[config.mk]
export PLATFORM = sky130hd
export DESIGN_NAME = link_stats_update_arbiter_flat
export DESIGN_NICKNAME = d
export VERILOG_FILES = /design/src/rtl/link_stats_update_arbiter_pkg.sv /design/src/rtl/link_stats_update_arbiter_if.sv /design/src/rtl/link_stats_event_fifo.sv /design/src/rtl/link_stats_update_arbiter.sv /design/src/flat_wrapper.sv
export SDC_FILE = /design/constraint.sdc
export NUM_CORES = 1
export LEC_CHECK = 0
export CAP_MARGIN = 10
export CORE_AREA = 2 2 109 132
export DETAILED_ROUTE_END_ITERATION = 6
export DIE_AREA = 0 0 111 134
export GPL_TIMING_DRIVEN = 0
export PLACE_DENSITY = 0.89
export SLEW_MARGIN = 10
export SYNTH_ARGS = -nofsm -noshare
export SYNTH_HDL_FRONTEND = slang
export SYNTH_SLANG_ARGS = --single-unit
[constraint.sdc]
create_clock -name sysClk -period 9.65 [get_ports sysClk]
set_input_delay 1.4475 -clock sysClk [delete_from_list [all_inputs] [get_ports sysClk]]
set_output_delay 1.4475 -clock sysClk [all_outputs]
set_load 0.05 [all_outputs]
[src/rtl/link_stats_update_arbiter_pkg.sv]
// Shared types and default geometry for the link-statistics histogram updater.
package link_stats_update_arbiter_pkg;
  localparam int DEF_N_SRC      = 5;
  localparam int DEF_SRC_BITS   = 3;
  localparam int DEF_CODE_WIDTH = 2;
  localparam int DEF_DATA_WIDTH = 48;
  localparam int DEF_FIFO_DEPTH = 4;
  localparam int DEF_ADDR_WIDTH = DEF_SRC_BITS + DEF_CODE_WIDTH;

  typedef enum logic [1:0] {
    IDLE  = 2'd0,
    READ  = 2'd1,
    WRITE = 2'd2,
    CLEAR = 2'd3
  } arbState_t;

  // Histogram bin address: source index in the upper bits, status code below.
  function automatic logic [DEF_ADDR_WIDTH-1:0] histAddr(
    input logic [DEF_SRC_BITS-1:0]   src,
    input logic [DEF_CODE_WIDTH-1:0] code
  );
    return {src, code};
  endfunction
endpackage

[src/rtl/link_stats_update_arbiter_if.sv]
// Port-A bus of the histogram RAM; the arbiter is master, the RAM is slave.
interface link_stats_update_arbiter_if #(
  parameter int ADDR_W = 5,
  parameter int DATA_W = 48
) ();
  logic [ADDR_W-1:0] ramAddr;
  logic              ramWen;
  logic [DATA_W-1:0] ramDin;
  logic [DATA_W-1:0] ramDout;

  modport master (output ramAddr, output ramWen, output ramDin, input ramDout);
  modport slave  (input ramAddr, input ramWen, input ramDin, output ramDout);
endinterface

[src/rtl/link_stats_event_fifo.sv]
// Per-source event FIFO; a push on a full FIFO is accepted only when a pop frees a slot.
module link_stats_event_fifo #(
  parameter int DEPTH = 4,
  parameter int WIDTH = 2
) (
  input  logic             sysClk,
  input  logic             sysReset,
  input  logic             push,
  input  logic             pop,
  input  logic [WIDTH-1:0] din,
  output logic [WIDTH-1:0] dout,
  output logic             full,
  output logic             empty
);
  localparam int PW = $clog2(DEPTH);

  logic [WIDTH-1:0] mem [DEPTH];
  logic [PW:0]      wrPtr, rdPtr;
  logic             doPush, doPop;

  assign empty  = (wrPtr == rdPtr);
  assign full   = (wrPtr[PW] != rdPtr[PW]) && (wrPtr[PW-1:0] == rdPtr[PW-1:0]);
  assign doPop  = pop && !empty;
  assign doPush = push && (!full || doPop);
  assign dout   = mem[rdPtr[PW-1:0]];

  always_ff @(posedge sysClk) begin
    if (sysReset) begin
      wrPtr <= '0;
      rdPtr <= '0;
    end else begin
      if (doPush) wrPtr <= wrPtr + 1'b1;
      if (doPop)  rdPtr <= rdPtr + 1'b1;
    end
  end

  always_ff @(posedge sysClk) begin
    if (doPush) mem[wrPtr[PW-1:0]] <= din;
  end
endmodule

[src/rtl/link_stats_update_arbiter.sv]
// Round-robin read-modify-write sequencer for the link-statistics histogram (RAM port A).
//   state | meaning
//   IDLE  | no work; grant a FIFO head or start a pending clear
//   READ  | bin address presented, waiting for registered read data
//   WRITE | write back saturating increment, optionally grant next event
//   CLEAR | zero one bin per cycle, address 0 up to all-ones
module link_stats_update_arbiter
  import link_stats_update_arbiter_pkg::*;
#(
  parameter int N_SRC      = DEF_N_SRC,
  parameter int SRC_BITS   = DEF_SRC_BITS,
  parameter int CODE_WIDTH = DEF_CODE_WIDTH,
  parameter int DATA_WIDTH = DEF_DATA_WIDTH,
  parameter int FIFO_DEPTH = DEF_FIFO_DEPTH
) (
  input  logic                        sysClk,
  input  logic                        sysReset,
  input  logic [N_SRC-1:0]            evStrobe,
  input  logic [N_SRC*CODE_WIDTH-1:0] evCode,
  input  logic                        clearReq,
  output logic                        clearBusy,
  output logic [N_SRC-1:0]            dropFlags,
  link_stats_update_arbiter_if.master ram
);
  localparam int ADDR_W = SRC_BITS + CODE_WIDTH;
  localparam logic [ADDR_W-1:0]   LAST_ADDR = '1;
  localparam logic [SRC_BITS-1:0] LAST_SRC  = SRC_BITS'(N_SRC - 1);

  arbState_t             state, stateNext;
  logic [SRC_BITS-1:0]   rrPtr, grantSrc, srcNext, startIdx, grantIdx;
  logic [ADDR_W-1:0]     addrReg;
  logic                  clearPending, grantNow, anyReady, enterClear, clearDone;
  logic [N_SRC-1:0]      fifoFull, fifoEmpty, popVec, newDrop, sweepDrops;
  logic [CODE_WIDTH-1:0] fifoHead [N_SRC];

  for (genvar i = 0; i < N_SRC; i++) begin : gFifo
    link_stats_event_fifo #(.DEPTH(FIFO_DEPTH), .WIDTH(CODE_WIDTH)) uFifo (
      .sysClk  (sysClk),
      .sysReset(sysReset),
      .push    (evStrobe[i]),
      .pop     (popVec[i]),
      .din     (evCode[i*CODE_WIDTH +: CODE_WIDTH]),
      .dout    (fifoHead[i]),
      .full    (fifoFull[i]),
      .empty   (fifoEmpty[i])
    );
  end

  assign srcNext  = (grantSrc == LAST_SRC) ? '0 : grantSrc + 1'b1;
  // Back-to-back grants from WRITE search from the pointer value being written this cycle.
  assign startIdx = (state == WRITE) ? srcNext : rrPtr;
  assign anyReady = |(~fifoEmpty);

  always_comb begin
    grantIdx = startIdx;
    for (int k = N_SRC - 1; k >= 0; k--) begin
      int idx;
      idx = int'(startIdx) + k;
      if (idx >= N_SRC) idx = idx - N_SRC;
      if (!fifoEmpty[idx]) grantIdx = SRC_BITS'(idx);
    end
  end

  always_comb begin
    stateNext = state;
    grantNow  = 1'b0;
    case (state)
      IDLE: begin
        if (clearPending) begin
          stateNext = CLEAR;
        end else if (anyReady) begin
          grantNow  = 1'b1;
          stateNext = READ;
        end
      end
      READ:  stateNext = WRITE;
      WRITE: begin
        if (clearPending) begin
          stateNext = CLEAR;
        end else if (anyReady) begin
          grantNow  = 1'b1;
          stateNext = READ;
        end else begin
          stateNext = IDLE;
        end
      end
      CLEAR: if (addrReg == LAST_ADDR) stateNext = IDLE;
      default: stateNext = IDLE;
    endcase
  end

  always_comb begin
    popVec = '0;
    if (grantNow) popVec[grantIdx] = 1'b1;
  end

  assign enterClear = (state != CLEAR) && (stateNext == CLEAR);
  assign clearDone  = (state == CLEAR) && (addrReg == LAST_ADDR);
  assign newDrop    = evStrobe & fifoFull & ~popVec;

  always_ff @(posedge sysClk) begin
    if (sysReset) begin
      state        <= CLEAR;
      rrPtr        <= '0;
      grantSrc     <= '0;
      addrReg      <= '0;
      clearPending <= 1'b0;
      dropFlags    <= '0;
      sweepDrops   <= '0;
    end else begin
      state <= stateNext;
      if (enterClear)                        clearPending <= 1'b0;
      else if (clearReq && state != CLEAR)   clearPending <= 1'b1;
      if (state == WRITE) rrPtr <= srcNext;
      if (grantNow) begin
        grantSrc <= grantIdx;
        addrReg  <= histAddr(grantIdx, fifoHead[grantIdx]);
      end else if (enterClear) begin
        addrReg <= '0;
      end else if (state == CLEAR) begin
        addrReg <= addrReg + 1'b1;
      end
      // Drops that happen while the sweep runs must survive its completion.
      if (enterClear)          sweepDrops <= '0;
      else if (state == CLEAR) sweepDrops <= sweepDrops | newDrop;
      dropFlags <= clearDone ? (sweepDrops | newDrop) : (dropFlags | newDrop);
    end
  end

  assign clearBusy   = clearPending || (state == CLEAR);
  assign ram.ramAddr = addrReg;
  // Reset suppresses the write strobe so an abandoned RMW never lands in the RAM.
  assign ram.ramWen  = !sysReset && ((state == WRITE) || (state == CLEAR));
  assign ram.ramDin  = (sysReset || state != WRITE) ? '0 :
                       (&ram.ramDout) ? ram.ramDout : ram.ramDout + 1'b1;
endmodule

[src/flat_wrapper.sv]
// flat-port wrapper written by rule: the top's interface ports become plain ports
module link_stats_update_arbiter_flat import link_stats_update_arbiter_pkg::*;
#(
  parameter int N_SRC      = DEF_N_SRC,
  parameter int SRC_BITS   = DEF_SRC_BITS,
  parameter int CODE_WIDTH = DEF_CODE_WIDTH,
  parameter int DATA_WIDTH = DEF_DATA_WIDTH,
  parameter int FIFO_DEPTH = DEF_FIFO_DEPTH
)
  (sysClk, sysReset, evStrobe, evCode, clearReq, clearBusy, dropFlags, ram_ramAddr, ram_ramWen, ram_ramDin, ram_ramDout);
  link_stats_update_arbiter_if #(.ADDR_W(5), .DATA_W(48)) ram_i ();
  input  logic sysClk;
  input  logic sysReset;
  input  logic [N_SRC-1:0] evStrobe;
  input  logic [N_SRC*CODE_WIDTH-1:0] evCode;
  input  logic clearReq;
  output logic clearBusy;
  output logic [N_SRC-1:0] dropFlags;
  output wire logic [$bits(ram_i.ramAddr)-1:0] ram_ramAddr;
  output wire logic [$bits(ram_i.ramWen)-1:0] ram_ramWen;
  output wire logic [$bits(ram_i.ramDin)-1:0] ram_ramDin;
  input wire logic [$bits(ram_i.ramDout)-1:0] ram_ramDout;
  assign ram_ramAddr = ram_i.ramAddr;
  assign ram_ramWen = ram_i.ramWen;
  assign ram_ramDin = ram_i.ramDin;
  assign ram_i.ramDout = ram_ramDout;
  link_stats_update_arbiter #(.N_SRC(N_SRC), .SRC_BITS(SRC_BITS), .CODE_WIDTH(CODE_WIDTH), .DATA_WIDTH(DATA_WIDTH), .FIFO_DEPTH(FIFO_DEPTH)) u_core (.sysClk(sysClk), .sysReset(sysReset), .evStrobe(evStrobe), .evCode(evCode), .clearReq(clearReq), .clearBusy(clearBusy), .dropFlags(dropFlags), .ram(ram_i));
endmodule
# Word-level counts from Yosys, hierarchy flattened
# Memory sizes are Yosys's and may differ from the RTL's. A register that Yosys moved wholly into a read port is not among the register bits.
# Index checks and enable logic that the tools add are counted.
# classes
n_lt_le_gt_ge	13
bitwise	7
n_addsub	22
n_eq_ne	23
n_mux	68
n_reduce_logical	45
# op_table
operator	count
$lt 32x5->1 const B	5
$mux 32	5
$ge 32x4->1 const B	4
$sub 32x4->32 const B	4
$mux 48	2
$add 48x1->48 const B	1
$reduce_and 48->1	1
$add 3x1->3 const B	11
$mux 2	16
$mux 1	25
$mux 5	5
$mux 3	7
$logic_and 1x1->1	20
$bmux 1 s3	5
$eq 3x3->1	5
$logic_not 1->1	11
$and 5x5->5	2
$eq 2x2->1	5
$not 5->5	2
$or 5x5->5	2
$add 3x2->4 const B	2
$logic_or 1x1->1	8
$pmux 2 s4	1
$bmux 2 s3	1
other kinds (20)	28
# totals
memories	5
word_cells	200
out_inout_bits	60
mem_bits_rw	40
inputBits	66
register_bits	54
# mem_list
name	depth	word_bits	read_ports	rd_clocked_by_memory_dff	write_ports	line	source
u_core.gFifo[0].uFifo.mem	4	2	1	1	1	link_stats_event_fifo.sv:17	logic [WIDTH-1:0] mem [DEPTH];
u_core.gFifo[1].uFifo.mem	4	2	1	1	1	link_stats_event_fifo.sv:17	
u_core.gFifo[2].uFifo.mem	4	2	1	1	1	link_stats_event_fifo.sv:17	
u_core.gFifo[3].uFifo.mem	4	2	1	1	1	link_stats_event_fifo.sv:17	
u_core.gFifo[4].uFifo.mem	4	2	1	1	1	link_stats_event_fifo.sv:17	

# Logic depth before layout (Yosys ltp)
# logic_depth
word_depth	24
mapped_depth	23
depth_no_buf	18

# Hierarchy
# A second synthesis with hierarchy kept.
# hier_totals
hier_cells	850
area_unflattened_um2	7726.2
# modules_own_cells
mod	area_each_um2	seq_area_each_um2	cells_per_inst	n_inst
link_stats_event_fifo	834.6	400.4	65	5
link_stats_update_arbiter	3553.4	480.5	525	1

# Worst setup path before layout
# OpenSTA, ideal clock, no wires.
# synth_path
kind	input -> output
startpoint	in ram_ramDout[11]
endpoint	out ram_ramDin[25]
path_stages	12
n_path_buf	2
t_required_ns	8.203
path_slack_ns	4.221
arrival_time_ns	3.982
path_cell_list	and4_1 > nand4_1 > or3_1 > or3_1 > clkbuf_1 > and2_0 > clkbuf_1 > nand2_1 > nor2_1 > nand4_1 > xor2_1 > nor2_1
# synth_via
elab_chain_len	3
word_cells_on_any_way	4
classes_between	1 x add/sub; 2 x mux; 1 x reduce/logical
# synth_lines
element	line	source
from (decl)	flat_wrapper.sv:22	input wire logic [$bits(ram_i.ramDout)-1:0] ram_ramDout;
$add 48x1->48 or $reduce_and 48->1 (tied branches)	link_stats_update_arbiter.sv:135	(&ram.ramDout) ? ram.ramDout : ram.ramDout + 1'b1;
$mux 48 *	link_stats_update_arbiter.sv:135	
$mux 48 *	link_stats_update_arbiter.sv:134	assign ram.ramDin = (sysReset || state != WRITE) ? '0 :
to (decl)	flat_wrapper.sv:21	output wire logic [$bits(ram_i.ramDin)-1:0] ram_ramDin;
# Every way passes the cells marked *; elsewhere a longest branch is shown, timed or not.

# Final worst setup path
# layout_path
startpoint	in ram_ramDout[11]
endpoint	out ram_ramDin[23]
# Same word-level chain as after synthesis.

==> impl_metrics.csv <==
group,metric,value,unit
status,status,"finished, final reports clean",
power_and_ir_drop,total_power,1.13,mW
floorplan,fp-row-count,47,
timing,setup_viol,0,
cts,ctsResizeCount,0,
logic_synthesis,post_synth_main_area_contributors,"sky130_fd_sc_hd__dfxtp_1 (16%), sky130_fd_sc_hd__edfxtp_1 (15%), sky130_fd_sc_hd__ha_1 (6.1%)",
timing,part_of_the_cycle_the_worst_path_needs,0.684,
critical_path,setup.worst_path.end_class,"output port",
floorplan,coreArea,13600,um2
detailed_routing,first_pass_iters,6,
detailed_routing,drtAntennaViolNets,0,
detailed_routing,viasPerCell,6.41,
global_route,grt_antenna_before_repair,0,
logic_synthesis,synth_top_area_frac,0.160,
timing,max_slew.worst_pin.slew,1180,ps
global_route,grt_util_all_layers,0.313,
floorplan,die_height,134,um
cts,clk-insertion-delay-late,360,ps
cts,ctsHoldBuffers,0,
timing,setup_repair_after_global_routing_missed_its_margin,"no",
critical_path,r2r-start,"u_core.state[1]",
logic_synthesis,synth-async-reset-ratio,0,
placement,place.gp.congestion,0.944,
timing,hold_viol_final,0,
critical_path,critPathLaunchType,"input port",
cts,cts_buffer_depth,2,
final_layout,area_growth_syn_to_layout,21.7,%
min_path,min-delay-path-class,"reg -> reg",
critical_path,critPathArrivalTime,5150,ps
logic_synthesis,synth-seq-cells,104,
cts,clkSlewWorstSetupHoldPaths,60,ps
global_route,grt_overflow,0,
cts,tritoncts,"built",
floorplan,fp.dieArea,14900,um2
cts,clockRootBuffer,"sky130_fd_sc_hd__clkbuf_16",
logic_synthesis,netlist_area,8000,um2
cts,clock-sinks,104,
logic_synthesis,ys_warn_count,0,
timing,fin_crit,6600,ps
final_layout,diodes,0,
power_and_ir_drop,maximum_ir_drop_on_the_vdd_rail,0.127,mV
logic_synthesis,syn-num-nets,1038,
logic_synthesis,netlist_top_cells_count,"sky130_fd_sc_hd__nor2_1 (119), sky130_fd_sc_hd__nand2_1 (80), sky130_fd_sc_hd__dfxtp_1 (64), sky130_fd_sc_hd__nand3_1 (41), sky130_fd_sc_hd__xor2_1 (41)",
cts,ctsHtreeMaxLevel,3,
detailed_routing,post_route_drc_violation_count,0,
timing,max_freq,152,MHz
timing,final_clock_skew,11.9,ps
logic_synthesis,yosysMostFrequentCell,"sky130_fd_sc_hd__nor2_1",
global_route,via_count_of_the_first_global_routing_pass,7561,
timing,setup_tns,0,ps
logic_synthesis,synth_edf_count,40,
run,maxCapViolCount,0,
critical_path,timing_worst_setup_path_type,"in -> out",
placement,dp_hpwl,18000,um
logic_synthesis,post_synth_inst_count,932,
critical_path,worst-path-max-fanout,5,
detailed_routing,wl_per_cell,19.2,um
timing,slew_violations,0,
logic_synthesis,main_flop_type_after_synthesis,"sky130_fd_sc_hd__dfxtp_1",
global_route,grt_first_pass_wirelength,37600,um
floorplan,die_w,111,um
floorplan,initial_utilization,0.589,
min_path,hold_path.startpoint,"u_core.grantSrc[1]",
detailed_routing,detailroute.via_count,7968,
critical_path,critical_path.startpoint,"ram_ramDout[11]",
final_layout,drive_above_1_share,0.0774,
placement,port_buffers,125,
cts,cts_post_setup_buffers_inserted,0,
critical_path,data_required_time_of_the_worst_path,8200,ps
floorplan,io-pin-count,126,
detailed_routing,drtIter0Drc,889,
cts,numCtsBuffers,9,
final_layout,final_net_count,1174,
logic_synthesis,synth_seq_area_share,0.310,
power_and_ir_drop,power.density,116,nW/um2
logic_synthesis,synthesis.area_per_instance,8.58,um2
global_route,grt_max_degree,18,
power_and_ir_drop,p_leak,3.64,nW
timing,timing.max_slew.rel_slack,0.208,
logic_synthesis,synth_cell_type_count,84,
detailed_routing,wirelength,23900,um
logic_synthesis,synth.largest_area_cell,"sky130_fd_sc_hd__dfxtp_1",
final_layout,utilization,0.717,
==> cell families (layout without fill, tap and decap cells) <==
kind of cell / count (synthesis) / count (layout) / synth area share
muxes: 45 / 45 / 0.0788
DFF: 104 / 104 / 0.310
adders and majority gates: 40 / 40 / 0.0635
and+or+nand+nor: 412 / 412 / 0.263
xor gates and xnor gates: 64 / 64 / 0.0701
AOI/OAI and AO/OA: 186 / 186 / 0.171
buffers and inverters: 81 / 222 / 0.0432
==> cells in the final DEF, fill, tap and decap left out, drive strengths merged, types with 7 or more instances in the layout <==
cell	netlist	final
a211oi	10	10
a21oi	41	41
a31oi	11	11
and2	9	9
and3	13	13
and4	7	7
buf	20	20
clkbuf	30	41
clkdlybuf4s50	0	125
dfxtp	64	64
edfxtp	40	40
ha	39	39
inv	30	32
mux2	14	14
mux2i	19	19
mux4	12	12
nand2	80	80
nand2b	19	19
nand3	41	41
nand4	29	29
nor2	119	119
nor2b	18	18
nor3	28	28
nor4	9	9
o211ai	10	10
o21ai	30	30
o31ai	14	14
or2	7	7
or3	11	11
xnor2	23	23
xor2	41	41
==> state kept, by name (all words and copies together) (netlist names), named ones only <==
| signal | count |
|---|---|
| u_core.clearPending | 1 |
| u_core.dropFlags | 5 |
| u_core.gFifo.uFifo.mem | 40 |
| u_core.gFifo.uFifo.rdPtr | 15 |
| u_core.gFifo.uFifo.wrPtr | 15 |
| u_core.grantSrc | 3 |
| u_core.ram.ramAddr | 5 |
| u_core.rrPtr | 3 |
| u_core.state | 2 |
| u_core.sweepDrops | 5 |
==> power breakdown <==
part           total (mW)  switching [mW]  internal (mW)
registers           0.490          0.0165          0.474
clock network       0.344           0.167          0.178
logic               0.298           0.188          0.109
==> final cells by class <==
cell class                 count  area, um2
multi-input combinational    747       5170
tap                          171        214
buffer                        50        229
fill                         986       3840
clock inverter                 5       41.3
clock buffer                  11        233
inverter                      31        116
sequential                   104       2480
timing repair buffer         125       1250
==> per-layer routing <==
layer / vias up / GRT usage / wire [um]
met2: 452 / 0.563 / 12000
li1: 3681 / - / -
met5: - / 0 / 0
met3: 117 / 0.0474 / 1730
met1: 3718 / 0.347 / 8750
met4: 0 / 0.192 / 1460
==> final timing paths <==
check / cells after the start / to / slack (ps)
setup reg to reg: 21 / u_core.gFifo[4].uFifo.wrPtr[0] / 3860
hold / removal: 2 / u_core.grantSrc[1] / 480
hold reg to reg: 2 / u_core.grantSrc[1] / 480
setup / recovery: 14 / ram_ramDin[23] / 3050
==> through the flow <==
stage | hold WS [ps] | cells | cell area [um2] | setup slack, ps
floorplan | 449 | 932 | 8000 | 4220
global placement | 462 | 1228 | 9470 | 3110
detailed placement | 464 | 1228 | 9470 | 3070
CTS | 482 | 1244 | 9740 | 3060
global route | 503 | 1244 | 9740 | 2810
finish | 485 | 1244 | 9740 | 3050
==> critical path: stages <==
cell and delay [ps]:
sky130_fd_sc_hd__clkdlybuf4s50_1 560, sky130_fd_sc_hd__and4_1 280, sky130_fd_sc_hd__nand4_1 180, sky130_fd_sc_hd__or3_1 440, sky130_fd_sc_hd__or3_1 380, sky130_fd_sc_hd__clkbuf_1 170, sky130_fd_sc_hd__and2_0 170, sky130_fd_sc_hd__clkbuf_1 160
sky130_fd_sc_hd__nand2_1 180, sky130_fd_sc_hd__nor2_1 90, sky130_fd_sc_hd__nand2_1 90, sky130_fd_sc_hd__xor2_1 70, sky130_fd_sc_hd__nor2_1 100, sky130_fd_sc_hd__clkdlybuf4s50_1 820
Power figures use the tool's default switching activity.
